File: src/rtl/dest_reg_tracker_pkg.sv
// rtl/dest_reg_tracker_pkg.sv - shared constants and types for the destination-register tracker
// Contents:
//   FWD_*          operand mux select coding (matches the EX 3:1 operand muxes)
//   ZERO_REG       default hard-wired zero register number
//   stall_state_e  load-use stall FSM state
package dest_reg_tracker_pkg;

  localparam logic [1:0] FWD_REGFILE = 2'd0;
  localparam logic [1:0] FWD_MEM     = 2'd1;
  localparam logic [1:0] FWD_WB      = 2'd2;

  localparam int ZERO_REG = 0;

  typedef enum logic {
    ST_IDLE = 1'b0,
    ST_HOLD = 1'b1
  } stall_state_e;

endpackage

File: src/rtl/dest_reg_tracker_if.sv
// rtl/dest_reg_tracker_if.sv - EX/ID pipeline bundle seen by the destination-register tracker
// Signals:
//   EX_WriteReg/EX_RegWrite/EX_MemRead  EX instruction destination and control
//   EX_Rs/EX_Rt                         EX operand source registers
//   ID_Rs/ID_Rt/ID_UsesRs/ID_UsesRt     ID instruction sources and usage
//   Flush                               kill the EX instruction
//   Stall                               load-use stall toward PC / IF-ID / ID-EX
//   ForwardA/ForwardB                   EX operand mux selects
//   MEM_*/WB_*                          registered MEM and WB slot contents
// Modports: master = pipeline side, slave = tracker.
interface dest_reg_tracker_if #(
  parameter int REG_W = 5
);
  logic [REG_W-1:0] EX_WriteReg;
  logic             EX_RegWrite;
  logic             EX_MemRead;
  logic [REG_W-1:0] EX_Rs;
  logic [REG_W-1:0] EX_Rt;
  logic [REG_W-1:0] ID_Rs;
  logic [REG_W-1:0] ID_Rt;
  logic             ID_UsesRs;
  logic             ID_UsesRt;
  logic             Flush;
  logic             Stall;
  logic [1:0]       ForwardA;
  logic [1:0]       ForwardB;
  logic [REG_W-1:0] MEM_WriteReg;
  logic             MEM_RegWrite;
  logic [REG_W-1:0] WB_WriteReg;
  logic             WB_RegWrite;

  modport master (
    output EX_WriteReg, EX_RegWrite, EX_MemRead, EX_Rs, EX_Rt,
    output ID_Rs, ID_Rt, ID_UsesRs, ID_UsesRt, Flush,
    input  Stall, ForwardA, ForwardB,
    input  MEM_WriteReg, MEM_RegWrite, WB_WriteReg, WB_RegWrite
  );

  modport slave (
    input  EX_WriteReg, EX_RegWrite, EX_MemRead, EX_Rs, EX_Rt,
    input  ID_Rs, ID_Rt, ID_UsesRs, ID_UsesRt, Flush,
    output Stall, ForwardA, ForwardB,
    output MEM_WriteReg, MEM_RegWrite, WB_WriteReg, WB_RegWrite
  );

endinterface

File: src/rtl/dest_reg_tracker_load_use_stall_fsm.sv
// rtl/dest_reg_tracker_load_use_stall_fsm.sv - load-use stall generator with programmable hold length
// Ports:
//   Clk      pipeline clock, rising edge
//   Reset_n  asynchronous active-low reset
//   hz       load-use hazard detected between EX load and ID consumer
//   Flush    EX instruction is being killed
//   Stall    freeze PC and IF/ID, bubble ID/EX
module load_use_stall_fsm #(
  parameter int LOAD_STALL_CYCLES = 1
) (
  input  logic Clk,
  input  logic Reset_n,
  input  logic hz,
  input  logic Flush,
  output logic Stall
);
  import dest_reg_tracker_pkg::*;

  localparam logic [2:0] CNT_LOAD = 3'(LOAD_STALL_CYCLES - 1);

  stall_state_e state_q;
  logic [2:0]   cnt_q;

  // The first stall cycle must be asserted in the same cycle the hazard is
  // seen, so Stall is decoded from the registered state plus hz/Flush.
  // Gating with Reset_n makes Stall drop the moment reset is asserted.
  assign Stall = Reset_n & ~Flush & ((state_q == ST_HOLD) | hz);

  always_ff @(posedge Clk or negedge Reset_n) begin
    if (!Reset_n) begin
      state_q <= ST_IDLE;
      cnt_q   <= 3'd0;
    end else begin
      case (state_q)
        ST_IDLE: begin
          if (hz && !Flush && (LOAD_STALL_CYCLES > 1)) begin
            state_q <= ST_HOLD;
            cnt_q   <= CNT_LOAD;
          end
        end
        ST_HOLD: begin
          // Hazards seen while holding belong to the same load; ignore them.
          if (Flush || (cnt_q == 3'd1)) begin
            state_q <= ST_IDLE;
            cnt_q   <= 3'd0;
          end else begin
            cnt_q <= cnt_q - 3'd1;
          end
        end
        default: begin
          state_q <= ST_IDLE;
          cnt_q   <= 3'd0;
        end
      endcase
    end
  end

endmodule

File: src/rtl/dest_reg_tracker.sv
// rtl/dest_reg_tracker.sv - MEM/WB destination tracking, EX forwarding selects and load-use stall
// Ports:
//   Clk      pipeline clock, rising edge
//   Reset_n  asynchronous active-low reset
//   bus      dest_reg_tracker_if slave: EX/ID inputs, Flush, Stall, forwarding selects, slot outputs
module dest_reg_tracker #(
  parameter int REG_W             = 5,
  parameter int ZERO_REG          = dest_reg_tracker_pkg::ZERO_REG,
  parameter int LOAD_STALL_CYCLES = 1
) (
  input  logic                 Clk,
  input  logic                 Reset_n,
  dest_reg_tracker_if.slave    bus
);
  import dest_reg_tracker_pkg::*;

  localparam logic [REG_W-1:0] ZERO_W = REG_W'(ZERO_REG);

  logic [REG_W-1:0] mem_write_reg_q, mem_write_reg_d;
  logic             mem_reg_write_q, mem_reg_write_d;
  logic             mem_mem_read_q,  mem_mem_read_d;
  logic [REG_W-1:0] wb_write_reg_q;
  logic             wb_reg_write_q;
  logic             hz;
  logic             mem_fwd_ok;
  logic             wb_fwd_ok;

  // A flushed EX instruction enters MEM as a bubble.
  always_comb begin
    mem_write_reg_d = bus.EX_WriteReg;
    mem_reg_write_d = bus.EX_RegWrite;
    mem_mem_read_d  = bus.EX_MemRead;
    if (bus.Flush) begin
      mem_write_reg_d = '0;
      mem_reg_write_d = 1'b0;
      mem_mem_read_d  = 1'b0;
    end
  end

  // Slots advance every cycle; the upstream bubble already covers stalls.
  always_ff @(posedge Clk or negedge Reset_n) begin
    if (!Reset_n) begin
      mem_write_reg_q <= '0;
      mem_reg_write_q <= 1'b0;
      mem_mem_read_q  <= 1'b0;
      wb_write_reg_q  <= '0;
      wb_reg_write_q  <= 1'b0;
    end else begin
      mem_write_reg_q <= mem_write_reg_d;
      mem_reg_write_q <= mem_reg_write_d;
      mem_mem_read_q  <= mem_mem_read_d;
      wb_write_reg_q  <= mem_write_reg_q;
      wb_reg_write_q  <= mem_reg_write_q;
    end
  end

  // A load in MEM has no data yet, so it may only be forwarded from WB.
  assign mem_fwd_ok = mem_reg_write_q & ~mem_mem_read_q & (mem_write_reg_q != ZERO_W);
  assign wb_fwd_ok  = wb_reg_write_q & (wb_write_reg_q != ZERO_W);

  function automatic logic [1:0] fwd_sel(
    input logic [REG_W-1:0] src,
    input logic [REG_W-1:0] mem_dst,
    input logic             mem_ok,
    input logic [REG_W-1:0] wb_dst,
    input logic             wb_ok
  );
    if (mem_ok && (mem_dst == src)) begin
      return FWD_MEM;
    end else if (wb_ok && (wb_dst == src)) begin
      return FWD_WB;
    end
    return FWD_REGFILE;
  endfunction

  assign bus.ForwardA = fwd_sel(bus.EX_Rs, mem_write_reg_q, mem_fwd_ok, wb_write_reg_q, wb_fwd_ok);
  assign bus.ForwardB = fwd_sel(bus.EX_Rt, mem_write_reg_q, mem_fwd_ok, wb_write_reg_q, wb_fwd_ok);

  assign hz = bus.EX_MemRead & bus.EX_RegWrite & (bus.EX_WriteReg != ZERO_W) &
              ((bus.ID_UsesRs & (bus.ID_Rs == bus.EX_WriteReg)) |
               (bus.ID_UsesRt & (bus.ID_Rt == bus.EX_WriteReg)));

  load_use_stall_fsm #(
    .LOAD_STALL_CYCLES(LOAD_STALL_CYCLES)
  ) u_stall (
    .Clk    (Clk),
    .Reset_n(Reset_n),
    .hz     (hz),
    .Flush  (bus.Flush),
    .Stall  (bus.Stall)
  );

  assign bus.MEM_WriteReg = mem_write_reg_q;
  assign bus.MEM_RegWrite = mem_reg_write_q;
  assign bus.WB_WriteReg  = wb_write_reg_q;
  assign bus.WB_RegWrite  = wb_reg_write_q;

endmodule

File: src/flat_wrapper.sv
// flat-port wrapper written by rule: the top's interface ports become plain ports
module dest_reg_tracker_flat import dest_reg_tracker_pkg::*;
#(
  parameter int REG_W             = 5,
  parameter int ZERO_REG          = dest_reg_tracker_pkg::ZERO_REG,
  parameter int LOAD_STALL_CYCLES = 1
)
  (Clk, Reset_n, bus_EX_WriteReg, bus_EX_RegWrite, bus_EX_MemRead, bus_EX_Rs, bus_EX_Rt, bus_ID_Rs, bus_ID_Rt, bus_ID_UsesRs, bus_ID_UsesRt, bus_Flush, bus_Stall, bus_ForwardA, bus_ForwardB, bus_MEM_WriteReg, bus_MEM_RegWrite, bus_WB_WriteReg, bus_WB_RegWrite);
  dest_reg_tracker_if #(.REG_W(REG_W)) bus_i ();
  input  logic Clk;
  input  logic Reset_n;
  input wire logic [$bits(bus_i.EX_WriteReg)-1:0] bus_EX_WriteReg;
  input wire logic [$bits(bus_i.EX_RegWrite)-1:0] bus_EX_RegWrite;
  input wire logic [$bits(bus_i.EX_MemRead)-1:0] bus_EX_MemRead;
  input wire logic [$bits(bus_i.EX_Rs)-1:0] bus_EX_Rs;
  input wire logic [$bits(bus_i.EX_Rt)-1:0] bus_EX_Rt;
  input wire logic [$bits(bus_i.ID_Rs)-1:0] bus_ID_Rs;
  input wire logic [$bits(bus_i.ID_Rt)-1:0] bus_ID_Rt;
  input wire logic [$bits(bus_i.ID_UsesRs)-1:0] bus_ID_UsesRs;
  input wire logic [$bits(bus_i.ID_UsesRt)-1:0] bus_ID_UsesRt;
  input wire logic [$bits(bus_i.Flush)-1:0] bus_Flush;
  output wire logic [$bits(bus_i.Stall)-1:0] bus_Stall;
  output wire logic [$bits(bus_i.ForwardA)-1:0] bus_ForwardA;
  output wire logic [$bits(bus_i.ForwardB)-1:0] bus_ForwardB;
  output wire logic [$bits(bus_i.MEM_WriteReg)-1:0] bus_MEM_WriteReg;
  output wire logic [$bits(bus_i.MEM_RegWrite)-1:0] bus_MEM_RegWrite;
  output wire logic [$bits(bus_i.WB_WriteReg)-1:0] bus_WB_WriteReg;
  output wire logic [$bits(bus_i.WB_RegWrite)-1:0] bus_WB_RegWrite;
  assign bus_i.EX_WriteReg = bus_EX_WriteReg;
  assign bus_i.EX_RegWrite = bus_EX_RegWrite;
  assign bus_i.EX_MemRead = bus_EX_MemRead;
  assign bus_i.EX_Rs = bus_EX_Rs;
  assign bus_i.EX_Rt = bus_EX_Rt;
  assign bus_i.ID_Rs = bus_ID_Rs;
  assign bus_i.ID_Rt = bus_ID_Rt;
  assign bus_i.ID_UsesRs = bus_ID_UsesRs;
  assign bus_i.ID_UsesRt = bus_ID_UsesRt;
  assign bus_i.Flush = bus_Flush;
  assign bus_Stall = bus_i.Stall;
  assign bus_ForwardA = bus_i.ForwardA;
  assign bus_ForwardB = bus_i.ForwardB;
  assign bus_MEM_WriteReg = bus_i.MEM_WriteReg;
  assign bus_MEM_RegWrite = bus_i.MEM_RegWrite;
  assign bus_WB_WriteReg = bus_i.WB_WriteReg;
  assign bus_WB_RegWrite = bus_i.WB_RegWrite;
  dest_reg_tracker #(.REG_W(REG_W), .ZERO_REG(ZERO_REG), .LOAD_STALL_CYCLES(LOAD_STALL_CYCLES)) u_core (.Clk(Clk), .Reset_n(Reset_n), .bus(bus_i));
endmodule
File: config.mk
export PLATFORM = sky130hd
export DESIGN_NAME = dest_reg_tracker_flat
export DESIGN_NICKNAME = d
export VERILOG_FILES = /design/src/rtl/dest_reg_tracker_pkg.sv /design/src/rtl/dest_reg_tracker_if.sv /design/src/rtl/dest_reg_tracker_load_use_stall_fsm.sv /design/src/rtl/dest_reg_tracker.sv /design/src/flat_wrapper.sv
export SDC_FILE = /design/constraint.sdc
export NUM_CORES = 1
export LEC_CHECK = 0
export CAP_MARGIN = 20
export CORE_ASPECT_RATIO = 0.7
export CORE_MARGIN = 2
export CORE_UTILIZATION = 42
export DETAILED_ROUTE_END_ITERATION = 8
export HOLD_SLACK_MARGIN = 0.12
export PLACE_DENSITY = 0.91
export SYNTH_ARGS = -nofsm -noshare
export SYNTH_HDL_FRONTEND = slang
export SYNTH_SLANG_ARGS = --single-unit
File: constraint.sdc
create_clock -name Clk -period 3.5 [get_ports Clk]
set_clock_uncertainty 0.2 [all_clocks]
set_input_delay 0.7 -clock Clk [delete_from_list [all_inputs] [get_ports Clk]]
set_output_delay 0.7 -clock Clk [all_outputs]
set_load 0.01 [all_outputs]
==> results by group <==
Route
  • DRT iter0 DRCs: 25
  • DRT Wirelength: 2360 um
  • Pre-Repair DR Iteration Count: 4
  • Wirelength per Cell: 13.6 um
  • DR vias: 876
  • Vias per cell: 5.03
  • Final ANT Viol Nets: 0
  • DR DRC count: 0

Worst setup path
  • Crit start category: primary input
  • Worst Setup SP: bus_EX_Rt[1]
  • FF-to-FF Start: u_core.u_stall.cnt_q[1]
  • Critical setup path kind: primary input to output port
  • Crit path required time: 2600 ps
  • Worst Setup EP: bus_ForwardB[1]
  • CP Max Fanout: 2
  • Critical Path Sink Type: output port
  • R2R Setup Slk: 2020 ps
  • Reg-to-Reg End: u_core.u_stall.cnt_q[2]
  • R2r worst-path depth: 6
  • Worst EP arrival: 2520 ps

STA
  • Final Hold Fails: 0
  • Slew Limit Fails: 0
  • Final Setup Violations: 0
  • Min Tclk post-route: 3420 ps
  • Max Clk Rate: 292 MHz
  • Fin Setup TNS: 0 ps
  • Max-slew headroom: 70.6%
  • Worst-margin pin slew: 437 ps
  • Fin crit share: 97.8%

Finish
  • Cell area after layout: 1560 um2
  • Area growth syn-to-layout: 60.2%
  • Layout cells sized above 1: 8.45%
  • Final #Nets: 177
  • Fill count: 159
  • Multi-input logic area: 557 um2
  • Final std cells w/o fill: 174
  • Reg area: 425 um2
  • Antenna fix cells: 0

Yosys
  • Flops & latches, synth: 17
  • Top cells by area, synth: dfrtp_1, xor2_1, xnor2_1
  • Post-Syn Area: 975 um2
  • Top-count cell post-synth: xor2_1
  • Ys Warns: 0
  • Register area share after synthesis: 43.6%
  • Synth top cells by count: xor2_1, dfrtp_1, nor2b_1, xnor2_1, or4_1
  • Post-synth top area cell: dfrtp_1
  • EDFF count, synth: 0
  • Yosys cell types: 23
  • Synth top area share: 43.6%
  • Synthesized area per cell: 11.1 um2
  • Syn Nets: 122
  • Prevailing post-synth register cell: dfrtp_1
  • Cells after Synth: 88
  • Async SR Flop Fraction: 100%

Power
  • VDD IR-drop max: 167 uV
  • Comb pwr share: 25.9%
  • Static Leakage: 0.686 nW
  • Int Pwr: 0.313 mW
  • Power share of the clock group: 23.3%
  • Sw Ratio: 25.8%
  • Power per cell area: 271 nW/um2
  • Seq pwr share: 50.8%
  • Sw Pwr: 0.109 mW

Place
  • RePlAce Congestion: 0.779
  • Port Buf Inserts: 48
  • Post-DP HPWL: 1940 um
  • Placed Cells: 170
  • DP Area: 1510 um2

CTS
  • CTS Root Cell: clkbuf_4
  • CTS tree: done
  • Post-CTS setup buffer count: 0
  • Clock-pin slew on the worst setup and hold paths: 90 ps
  • CTS buffer count: 3
  • H-tree depth: 1
  • Clock Latency Late Sink: 280 ps
  • CTS Buffer Depth: 2
  • Clock sinks: 17

GRT
  • Vias in the first global route: 895
  • Total congestion overflow: 0
  • Initial antenna violation count: 0
  • Global Route Usage Sum: 18.9%
  • First-pass GRT wire length: 3730 um
  • Largest net degree at the start of global routing: 18

Floorplan
  • Starting density of the core: 44.9%
  • Core Area: 2170 um2
  • Die area: 2730 um2
  • # rows: 14
  • # IOs: 49
  • Die Span Y: 44.3 um
  • Die X: 61.6 um

Run status
  • Outcome: finished, final reports clean

Run
  • Max_cap viols: 0

Worst hold path
  • Hold crit path type: flip-flop to flip-flop
-- worst min-delay path by stage --
stage / cells past startpoint / slack [ps] / startpoint / end
floorplan: 0 / 200 / Reset_n / u_core.bus.MEM_RegWrite
global placement: 0 / 190 / u_core.bus.MEM_RegWrite / u_core.bus.WB_RegWrite
detailed placement: 0 / 190 / u_core.bus.MEM_RegWrite / u_core.bus.WB_RegWrite
CTS: 0 / 210 / u_core.bus.MEM_RegWrite / u_core.bus.WB_RegWrite
global route: 0 / 210 / u_core.bus.MEM_RegWrite / u_core.bus.WB_RegWrite
finish: 0 / 210 / u_core.bus.MEM_RegWrite / u_core.bus.WB_RegWrite
-- worst max-delay path, stage by stage --
cell and delay (ps):
clkdlybuf4s50_1 460, xor2_1 170, or4_1 490, nor4_2 130
clkdlybuf4s50_1 570
-- cells in the final DEF, fill, tap and decap left out, types with 2 or more instances in the layout --
cell type        Yosys  layout
buf_4                0       2
clkbuf_4             0       3
clkdlybuf4s50_1      0      46
dfrtp_1             17      17
dlymetal6s2s_1       0       2
ha_1                 2       2
inv_1                3       3
nand3_1              2       2
nor2b_1              9       9
nor4_2               2       5
o21ai_0              2       2
or4_1                5       5
xnor2_1              8       8
xor2_1              22      22
-- through the flow --
| stage | utilization, % | power, mW | worst slack [ps] | hold WS (ps) |
|---|---|---|---|---|
| after floorplan | - | 0.253 | 963 | 204 |
| after detailed placement | 69.5 | 0.325 | 9.64 | 187 |
| after global placement | 69.5 | 0.321 | 72.5 | 186 |
| final | 71.9 | 0.423 | 77.9 | 205 |
| after CTS | 70.8 | 0.423 | 5.20 | 206 |
| after global routing | 71.9 | 0.443 | -0.442 | 213 |
-- kinds of logic (layout without fill, tap and decap cells) --
family / after synthesis / count (layout) / synth area share [%]
AO/OA/AOI/OAI: 8 / 8 / 5.65
XOR/XNOR: 30 / 30 / 27.0
adder cells (fa/ha/maj): 2 / 2 / 2.57
buffers and inverters: 3 / 57 / 1.16
flip-flops: 17 / 17 / 43.6
multiplexers: 1 / 1 / 1.03
AND/OR/NAND/NOR: 27 / 27 / 19.0
-- layer usage --
metal / global-route usage (%) / vias to the layer above / share of wire [%]
met4: 9.36 / 0 / 4.3
met1: 21.6 / 392 / 39
met3: 3.22 / 9 / 9.9
met2: 33.7 / 57 / 47
met5: 0 / - / 0
li1: - / 418 / -
-- flip-flops by register name, summed over array words and instances, names as in the netlist --
signal / count
u_core.bus.MEM_RegWrite: 1
u_core.bus.MEM_WriteReg: 5
u_core.bus.WB_RegWrite: 1
u_core.mem_mem_read_q: 1
u_core.u_stall.state_q: 1
u_core.u_stall.cnt_q: 3
u_core.bus.WB_WriteReg: 5
-- power by group through the flow --
stage	clock, mW	sequential, mW	combinational, mW
after floorplan	0	0.219	0.0339
after global placement	0	0.218	0.103
after detailed placement	0	0.219	0.106
after CTS	0.101	0.215	0.107
after global routing	0.108	0.216	0.118
final	0.0983	0.215	0.109
-- area by class of cell --
type                            count  share of cell area, %
Multi-Input combinational cell     68                   35.7
Inverter                            3                  0.721
Clock buffer                        3                   1.44
Sequential cell                    17                   27.2
Tap cell                           32                   2.56
Clock inverter                      1                  0.321
Timing Repair Buffer               50                   32.1
-- timing repair --
action / in CTS / in global routing
endpoints found under the setup margin: 0 / 3
gates resized for setup: 0 / 5
hold buffers: 0 / 0
Note: power is estimated with default switching activity, not from simulation.
